### src/rtl/keypad_scanner_if.sv
// Keypad scanner interface: matrix lines plus decoded key outputs.
interface keypad_scanner_if;
  logic [3:0]  col;
  logic [3:0]  row;
  logic [3:0]  key_code;
  logic        key_valid;
  logic        key_held;
  logic [15:0] dat;

  modport master (input col, output row, key_code, key_valid, key_held, dat);
  modport slave  (output col, input row, key_code, key_valid, key_held, dat);
endinterface

### src/rtl/keypad_scanner.sv
// 4x4 matrix keypad scanner: row drive, column sync, per-scan key
// resolution, press/release debounce and a 4-nibble key history.
module keypad_scanner #(
  parameter int DEB_SCANS = 3
) (
  input  logic clk,
  input  logic rst,
  input  logic ce1ms,
  keypad_scanner_if.master kp
);

  typedef enum logic [1:0] {IDLE, PRESS_CHK, HELD, RELEASE_CHK} state_t;

  localparam logic [3:0] DEB = 4'(DEB_SCANS);

  logic [3:0]  col_meta_q, col_meta_d, col_s_q, col_s_d;
  logic [1:0]  row_cnt_q, row_cnt_d;
  logic [3:0]  row_q, row_d;
  logic [1:0]  hits_q, hits_d;        // keys seen this scan: 0, 1, 2 = many
  logic [3:0]  acc_code_q, acc_code_d;
  state_t      state_q, state_d;
  logic [3:0]  cnt_q, cnt_d;
  logic [3:0]  cand_q, cand_d;
  logic [3:0]  key_code_q, key_code_d;
  logic        key_valid_q, key_valid_d;
  logic        key_held_q, key_held_d;
  logic [15:0] dat_q, dat_d;

  logic [2:0]  nz;
  logic [1:0]  col_idx, row_hits;
  logic [2:0]  tot;
  logic [3:0]  code_now, scan_code;
  logic        scan_close, scan_key;

  // Next-state: sync, row scan accumulation, scan result and debounce FSM
  always_comb begin
    col_meta_d  = kp.col;
    col_s_d     = col_meta_q;
    row_cnt_d   = row_cnt_q;
    hits_d      = hits_q;
    acc_code_d  = acc_code_q;
    state_d     = state_q;
    cnt_d       = cnt_q;
    cand_d      = cand_q;
    key_code_d  = key_code_q;
    dat_d       = dat_q;
    key_valid_d = 1'b0;

    nz      = '0;
    col_idx = '0;
    for (int i = 3; i >= 0; i--) begin
      if (!col_s_q[i]) col_idx = 2'(i);
      nz = nz + {2'b00, ~col_s_q[i]};
    end
    row_hits = (nz == 3'd0) ? 2'd0 : (nz == 3'd1) ? 2'd1 : 2'd2;
    tot      = {1'b0, hits_q} + {1'b0, row_hits};
    code_now = {row_cnt_q, col_idx};

    scan_close = 1'b0;
    scan_key   = 1'b0;
    scan_code  = acc_code_q;

    if (ce1ms) begin
      row_cnt_d = row_cnt_q + 2'd1;
      if (row_hits == 2'd1) acc_code_d = code_now;
      hits_d = (tot >= 3'd2) ? 2'd2 : tot[1:0];
      if (row_cnt_q == 2'd3) begin
        // Exactly one key over the whole scan; multi-key/ghosting reads as none
        scan_close = 1'b1;
        scan_key   = (tot == 3'd1);
        scan_code  = (row_hits == 2'd1) ? code_now : acc_code_q;
        hits_d     = '0;
        acc_code_d = '0;
      end
    end

    row_d = ~(4'b0001 << row_cnt_d);

    if (scan_close) begin
      case (state_q)
        IDLE: begin
          if (scan_key) begin
            cand_d = scan_code;
            cnt_d  = 4'd1;
            if (DEB_SCANS == 1) begin
              key_code_d  = scan_code;
              dat_d       = {dat_q[11:0], scan_code};
              key_valid_d = 1'b1;
              state_d     = HELD;
            end else begin
              state_d = PRESS_CHK;
            end
          end
        end
        PRESS_CHK: begin
          if (scan_key && scan_code == cand_q) begin
            cnt_d = cnt_q + 4'd1;
            if (cnt_q + 4'd1 == DEB) begin
              key_code_d  = cand_q;
              dat_d       = {dat_q[11:0], cand_q};
              key_valid_d = 1'b1;
              state_d     = HELD;
            end
          end else begin
            state_d = IDLE;
          end
        end
        HELD: begin
          if (!scan_key) begin
            cnt_d   = 4'd1;
            state_d = (DEB_SCANS == 1) ? IDLE : RELEASE_CHK;
          end
        end
        RELEASE_CHK: begin
          if (!scan_key) begin
            cnt_d = cnt_q + 4'd1;
            if (cnt_q + 4'd1 == DEB) state_d = IDLE;
          end else begin
            state_d = HELD;
          end
        end
        default: state_d = IDLE;
      endcase
    end

    key_held_d = (state_d == HELD) || (state_d == RELEASE_CHK);
  end

  // State registers with synchronous reset
  always_ff @(posedge clk) begin
    if (rst) begin
      col_meta_q  <= 4'b1111;
      col_s_q     <= 4'b1111;
      row_cnt_q   <= '0;
      row_q       <= 4'b1110;
      hits_q      <= '0;
      acc_code_q  <= '0;
      state_q     <= IDLE;
      cnt_q       <= '0;
      cand_q      <= '0;
      key_code_q  <= '0;
      key_valid_q <= 1'b0;
      key_held_q  <= 1'b0;
      dat_q       <= '0;
    end else begin
      col_meta_q  <= col_meta_d;
      col_s_q     <= col_s_d;
      row_cnt_q   <= row_cnt_d;
      row_q       <= row_d;
      hits_q      <= hits_d;
      acc_code_q  <= acc_code_d;
      state_q     <= state_d;
      cnt_q       <= cnt_d;
      cand_q      <= cand_d;
      key_code_q  <= key_code_d;
      key_valid_q <= key_valid_d;
      key_held_q  <= key_held_d;
      dat_q       <= dat_d;
    end
  end

  assign kp.row       = row_q;
  assign kp.key_code  = key_code_q;
  assign kp.key_valid = key_valid_q;
  assign kp.key_held  = key_held_q;
  assign kp.dat       = dat_q;

endmodule

### src/flat_wrapper.sv
// flat-port wrapper written by rule: the top's interface ports become plain ports
module keypad_scanner_flat 
#(
  parameter int DEB_SCANS = 3
)
  (clk, rst, ce1ms, kp_col, kp_row, kp_key_code, kp_key_valid, kp_key_held, kp_dat);
  keypad_scanner_if kp_i ();
  input  logic clk;
  input  logic rst;
  input  logic ce1ms;
  input wire logic [$bits(kp_i.col)-1:0] kp_col;
  output wire logic [$bits(kp_i.row)-1:0] kp_row;
  output wire logic [$bits(kp_i.key_code)-1:0] kp_key_code;
  output wire logic [$bits(kp_i.key_valid)-1:0] kp_key_valid;
  output wire logic [$bits(kp_i.key_held)-1:0] kp_key_held;
  output wire logic [$bits(kp_i.dat)-1:0] kp_dat;
  assign kp_i.col = kp_col;
  assign kp_row = kp_i.row;
  assign kp_key_code = kp_i.key_code;
  assign kp_key_valid = kp_i.key_valid;
  assign kp_key_held = kp_i.key_held;
  assign kp_dat = kp_i.dat;
  keypad_scanner #(.DEB_SCANS(DEB_SCANS)) u_core (.clk(clk), .rst(rst), .ce1ms(ce1ms), .kp(kp_i));
endmodule
### config.mk
export PLATFORM = sky130hd
export DESIGN_NAME = keypad_scanner_flat
export DESIGN_NICKNAME = d
export VERILOG_FILES = /design/src/rtl/keypad_scanner_if.sv /design/src/rtl/keypad_scanner.sv /design/src/flat_wrapper.sv
export SDC_FILE = /design/constraint.sdc
export NUM_CORES = 1
export LEC_CHECK = 0
export ABC_AREA = 1
export CORE_AREA = 3 3 72 74
export CTS_BUF_LIST = sky130_fd_sc_hd__clkbuf_4 sky130_fd_sc_hd__clkbuf_8
export CTS_CLUSTER_DIAMETER = 30
export DETAILED_ROUTE_END_ITERATION = 8
export DIE_AREA = 0 0 75 77
export PLACE_DENSITY_LB_ADDON = 0.1
export REMOVE_ABC_BUFFERS = 1
export SLEW_MARGIN = 30
export SYNTH_ARGS = -nofsm -noshare
export SYNTH_HDL_FRONTEND = slang
export SYNTH_SLANG_ARGS = --single-unit
export TNS_END_PERCENT = 10
### constraint.sdc
create_clock -name clk -period 3.4 [get_ports clk]
set_input_delay 0.68 -clock clk [delete_from_list [all_inputs] [get_ports clk]]
set_output_delay 0.68 -clock clk [all_outputs]
set_load 0.01 [all_outputs]
* Word level (Yosys, flattened, before mapping)
Index checks and enable logic that the tools add are counted.
** Word-level totals
- Flip-flop bits (word level) :: 52
- Latch bits :: 0
- Bits in writable memories :: 0
- Memory bits (read-only) :: 0
- Bits of input ports :: 7
- Logic and storage cells :: 83
- Memories kept :: 0
** Operators by class
- Add/sub/neg operators :: 6
- Multiply operators :: 0
- Div/mod/pow operators :: 0
- $lt $le $gt $ge :: 1
- Equal/unequal tests :: 15
- Shift operators :: 1
- Multiplexer cells :: 31
- Bitwise logic cells :: 8
- Reduce and logical (&&, ||, !) cells :: 8
** Operators with widths (count)
- 2-to-1 mux 2 bit :: 16
- 2-to-1 mux 4 bit :: 8
- case mux 4 bit (4 select lines) :: 1
- equality test 2 bit (second input constant) :: 5
- case mux 2 bit (4 select lines) :: 1
- inverter 1 bit :: 7
- adder 3 x 1 -> 3 bit :: 2
- equality test 3 x 1 -> 1 bit (second input constant) :: 2
- 2-to-1 mux 1 bit :: 5
- AND reduction 5 bit :: 1
- adder 4 x 1 -> 4 bit (second input constant) :: 1
- equality test 2 x 1 -> 1 bit (second input constant) :: 2
- equality test 4 x 2 -> 1 bit (second input constant) :: 1
- equality test 4 bit :: 1
- != test 2 x 1 -> 1 bit (second input constant) :: 2
- != test 2 bit (second input constant) :: 2
- inverter 4 bit :: 1
- AND reduction 4 bit :: 1
- OR reduction 4 bit :: 1
- << shifter 1 x 2 -> 4 bit (first input constant) :: 1
- adder 2 x 2 -> 3 bit :: 1
- greater-or-equal comparator 3 x 2 -> 1 bit (second input constant) :: 1
- logical NOT 3 bit :: 1
- AND reduction 3 bit :: 1
- 5 further kinds :: 5

* Depth between registers and ports, before layout
- Depth in word-level cells :: 18
- Depth in mapped cells :: 22
- Gate-level depth less buffers :: 22

* Worst setup path before layout
Ideal clock, no wire load.
- Kind :: register to register
- Start point :: register u_core.col_s_q[2]
- End point :: register u_core.dat_q[2] (netlist: u_core.kp.dat[2])
- Setup time :: 0.116 ns
- Data arrival time :: 3.409 ns
- Data required time :: 3.284 ns
- Setup slack :: -0.124 ns
- Cell stages (with the launch flop) :: 23
- Buffers on the path :: 1
- Cell sequence :: dfxtp_1 > inv_1 > ha_1 > fa_1 > ha_1 > inv_2 > nand2_1 > nor2_4 > ha_1 > fa_1 > nor2_1 > inv_1 > nor2_1 > nand2_1 > nor2_1 > nand2_1 > nor2_2 > nand3_4 > nor2_8 > inv_4 > buf_6 > nor2_1 > nor2_1
** Between the ends
- Word-level cells in the longest chain between the ends :: 14
** RTL lines
- from (decl) :: line keypad_scanner.sv:16 : logic [3:0] col_meta_q, col_meta_d, col_s_q, col_s_d;
- from (signal assigned) :: line keypad_scanner.sv:147 : col_s_q <= col_s_d;
- inverter 1 bit :: line keypad_scanner.sv:53 : nz = nz + {2'b00, ~col_s_q[i]};
- adder 1 x 1 -> 2 bit :: line keypad_scanner.sv:53
- adder 3 x 1 -> 3 bit (2 in series) :: line keypad_scanner.sv:53
- equality test 3 x 1 -> 1 bit :: line keypad_scanner.sv:55 : row_hits = (nz == 3'd0) ? 2'd0 : (nz == 3'd1) ? 2'd1 : 2'd2;
- 2-to-1 mux 2 bit (2 in series) :: line keypad_scanner.sv:55
- equality test 2 x 1 -> 1 bit :: line keypad_scanner.sv:71 : scan_code = (row_hits == 2'd1) ? code_now : acc_code_q;
- 2-to-1 mux 4 bit :: line keypad_scanner.sv:71
- 2-to-1 mux 4 bit :: line keypad_scanner.sv:67 : if (row_cnt_q == 2'd3) begin
- 2-to-1 mux 4 bit :: line keypad_scanner.sv:63 : if (ce1ms) begin
- equality test 4 bit :: line keypad_scanner.sv:96 : if (scan_key && scan_code == cand_q) begin
- logical AND 1 bit * :: line keypad_scanner.sv:96
- AND reduction 4 bit (no source line) *
- to (signal assigned) :: line keypad_scanner.sv:158 : dat_q <= dat_d;
- to (decl) :: line keypad_scanner.sv:27 : logic [15:0] dat_q, dat_d;
Mark *: on every way between the ends. The rest lies on a longest branch, timed or not.
A chain may end at the register's enable or synchronous reset.

* Worst setup path in the final report
- Start point :: register u_core.col_s_q[2]
- End point :: register u_core.dat_q[11] (netlist: u_core.kp.dat[11])
The elaborated chain is that of the path after synthesis.

==> metrics.csv <==
stage;metric;value;unit
run;drv_cap;0;
timing;hold_viol_final;0;
synth;ys_top_cells_by_area;dfxtp_1 (41%), nand2_1 (11%), nor2_1 (8.6%), inv_1 (5.5%), ha_1 (4.3%);
detailed_routing;ant_nets;0;
global_routing;grt_max_degree;23;
setup_path;cp_common_cell;nor2_1;
setup_path;critPathLaunchType;flip-flop;
detailed_routing;drt_iter0_markers;98;
timing;fmax;299;MHz
synth;ys_seq_area_frac;0.415;
min_path;hold_path.class;reg -> reg;
floorplanning;die_w;75;um
placement;place_hpwl;3450;um
synth;syn_avg_cell_area;7.29;um2
pwr;power.density;386;mW/mm2
clock_network;cts_tree;built;
timing;final.setup_skew;0.00333;ns
clock_network;cts_sinks;48;
floorplanning;start_util;0.497;
pwr;vdd_drop_max;0.280;mV
global_routing;grt-ovfl-total;0;
clock_network;clk_pin_slew_worst_paths;0.09;ns
clock_network;clock_path_buffers;2;
timing;setup_violations;0;
synth;synth.distinct_cells;29;
synth;netlist_area;0.00232;mm2
final_layout;area_growth;26.7;%
clock_network;clk_latency;0.30;ns
setup_path;slowest_delay;0.41;ns
global_routing;antenna_found_initial;0;
pwr;leakagePower;1.41;nW
final_layout;drive_gt1_frac;0.182;
timing;fin_tns_setup;0;ns
global_routing;grt_usage;0.187;
detailed_routing;postRouteWirelength;4800;um
clock_network;h-tree-depth;2;
synth;syn_inst;318;
placement;place.gp.congestion;0.816;
detailed_routing;drc;0;
final_layout;nets;378;
detailed_routing;via_per_inst;4.85;
timing;worstMarginPinSlew;0.671;ns
floorplanning;design.core.area;0.00466;mm2
detailed_routing;via_count;2017;
setup_path;required;3.64;ns
setup_path;path_class;reg -> reg;
timing;finalCriticalPeriod;3.35;ns
setup_path;regToRegSetupSlack;0.05;ns
placement;place.port_buffers;32;
clock_network;ctsRootBufferMaster;clkbuf_8;
floorplanning;rows;25;
final_layout;fin_area;0.00294;mm2
timing;layout_worst_path_cycle_share;0.985;
synth;synth_edf_count;0;
setup_path;cpMaxStageDelayCell;fa_1;
global_routing;grt_pass1_wl;8510;um
synth;synthArstFlopShare;0;
floorplanning;die_area;0.00578;mm2
floorplanning;die_h;77;um
floorplanning;io_pins;33;
synth;yosys_most_used_dff;dfxtp_1;
timing;drv_slew;0;
timing;rsz0062_at_grt;yes;
setup_path;worstPathMaxFanout;8;
synth;yosysTopAreaCell;dfxtp_1;
setup_path;worstPathCellList;inv_2 -> ha_4 -> fa_2 -> ha_4 -> inv_4 -> nand2_4 -> nor2_4 -> ha_2 -> fa_1 -> nor2_1 -> inv_1 -> nor2_2 -> nand2_1 -> nor2_1 -> nand2_1 -> nor2_2 -> nand3_4 -> nor2_8 -> buf_12 -> o21ai_0 -> nor2_1;
global_routing;grt_pass1_vias;1938;
clock_network;cts_buffers;5;
outcome;run_status;completed;
final_layout;antenna_cells;0;
synth;synth-warning-count;0;
setup_path;end_kind;flip-flop;
setup_path;worstPathArrival;3.59;ns
final_layout;nFillCells;403;
final_layout;fin_util;0.630;
synth;synth-seq-cells;48;
detailed_routing;firstDrtPassIters;4;
synth;synth_top_area_share;0.415;
timing;slew_headroom;0.552;
placement;placed_cell_area;0.00276;mm2
detailed_routing;avgRoutedWirePerCell;11.5;um
==> layer usage <==
| layer | up-vias | wire length [um] | global-route usage |
|---|---|---|---|
| met1 | 899 | 2440 | 0.267 |
| met5 | - | 0 | 0 |
| met3 | 9 | 165 | 0.0446 |
| li1 | 1074 | - | - |
| met2 | 35 | 2100 | 0.270 |
| met4 | 0 | 88 | 0.0694 |
==> report_power, final <==
group | total, W | leakage (nW) | switching (W) | internal [W]
clock | 0.000362 | 0.0479 | 0.000188 | 0.000173
combinational | 0.000178 | 0.971 | 0.0000972 | 0.0000813
sequential | 0.000592 | 0.390 | 0.0000116 | 0.000580
total | 0.00113 | 1.41 | 0.000297 | 0.000835
==> area by class of cell <==
| type | instances | area, um2 | share of cell area |
|---|---|---|---|
| clock buffer | 7 | 90.1 | 0.0307 |
| clock inverter | 1 | 7.51 | 0.00256 |
| inverter | 39 | 155 | 0.0528 |
| multi-input combinational | 219 | 1190 | 0.404 |
| sequential | 48 | 963 | 0.328 |
| tap | 54 | 67.6 | 0.0230 |
| timing repair buffer | 48 | 465 | 0.158 |
==> worst max-delay path, delay by kind of cell, from the launching register on <==
kind	cells	cell delay, ns
compound gates	1	0.07
fa+ha+maj	5	1.44
buf+inv	4	0.30
flops	1	0.34
simple gates	11	1.14
==> placed cells by master, fill, tap and decap left out, types with 5 or more instances in the layout <==
master           netlist  final
o21ai_0               15     11
o21ai_1                8      8
dfxtp_1               48     46
or2_2                  9      9
nand2_1               68     66
nor2_1                53     52
nand3_1               17     17
buf_4                  4     14
ha_1                   8      5
clkbuf_8               0      6
clkdlybuf4s50_1        0     32
a21oi_1               19     17
inv_1                 34     32
==> cells in the mapped netlist (3+ instances only) <==
master	instances
or2_2	9
nand3_1	17
ha_1	8
nor2_1	53
nand2_1	68
clkbuf_1	4
o21ai_0	15
buf_6	3
nand2_2	3
a21oi_1	19
nand3_2	3
o21ai_1	8
buf_4	4
nand4_1	3
inv_2	3
inv_1	34
dfxtp_1	48
==> through the flow <==
| stage | total power [W] | std cells | setup WS (ns) | hold slack [ns] |
|---|---|---|---|---|
| after detailed placement | 0.000771 | 407 | -0.124 | 0.392 |
| after floorplan | 0.000702 | 306 | -0.0945 | 0.389 |
| after global placement | 0.000768 | 407 | -0.0139 | 0.393 |
| after global routing | 0.00120 | 416 | -0.202 | 0.433 |
| final | 0.00113 | 416 | 0.0504 | 0.413 |
| after CTS | 0.00114 | 415 | 0.0128 | 0.414 |
==> timing repair <==
item | 4_1_cts | 5_1_grt
pin swaps | 4 | 16
hold buffers | 0 | 0
gates resized for setup | 8 | 16
buffers inserted | 0 | 1
endpoints found under the hold margin | 0 | 0
endpoints found under the setup margin | 23 | 27
==> state kept, by name, summed over array words and instances (netlist names) <==
name                 cells
u_core.kp.dat           16
u_core.kp.key_held       1
u_core.state_q           2
u_core.kp.key_valid      1
u_core.hits_q            2
u_core.cnt_q             4
u_core.col_s_q           4
u_core.cand_q            4
u_core.row_cnt_q         2
u_core.acc_code_q        4
u_core.col_meta_q        4
u_core.kp.row            4
==> cells by family after synthesis <==
group,synth area share
buffers and inverters,0.101
adder cells (fa/ha/maj),0.0605
XOR/XNOR,0.0113
flip-flops,0.415
AO/OA/AOI/OAI,0.0907
AND/OR/NAND/NOR,0.322
==> path summary, 6_finish.rpt <==
check,endpoint,cells past startpoint,startpoint
min,u_core.col_s_q[0],1,u_core.col_meta_q[0]
max reg2reg,u_core.kp.dat[11],21,u_core.col_s_q[2]
min reg2reg,u_core.col_s_q[0],1,u_core.col_meta_q[0]
max,u_core.kp.dat[11],21,u_core.col_s_q[2]
Note: power is estimated with default switching activity, not from simulation.
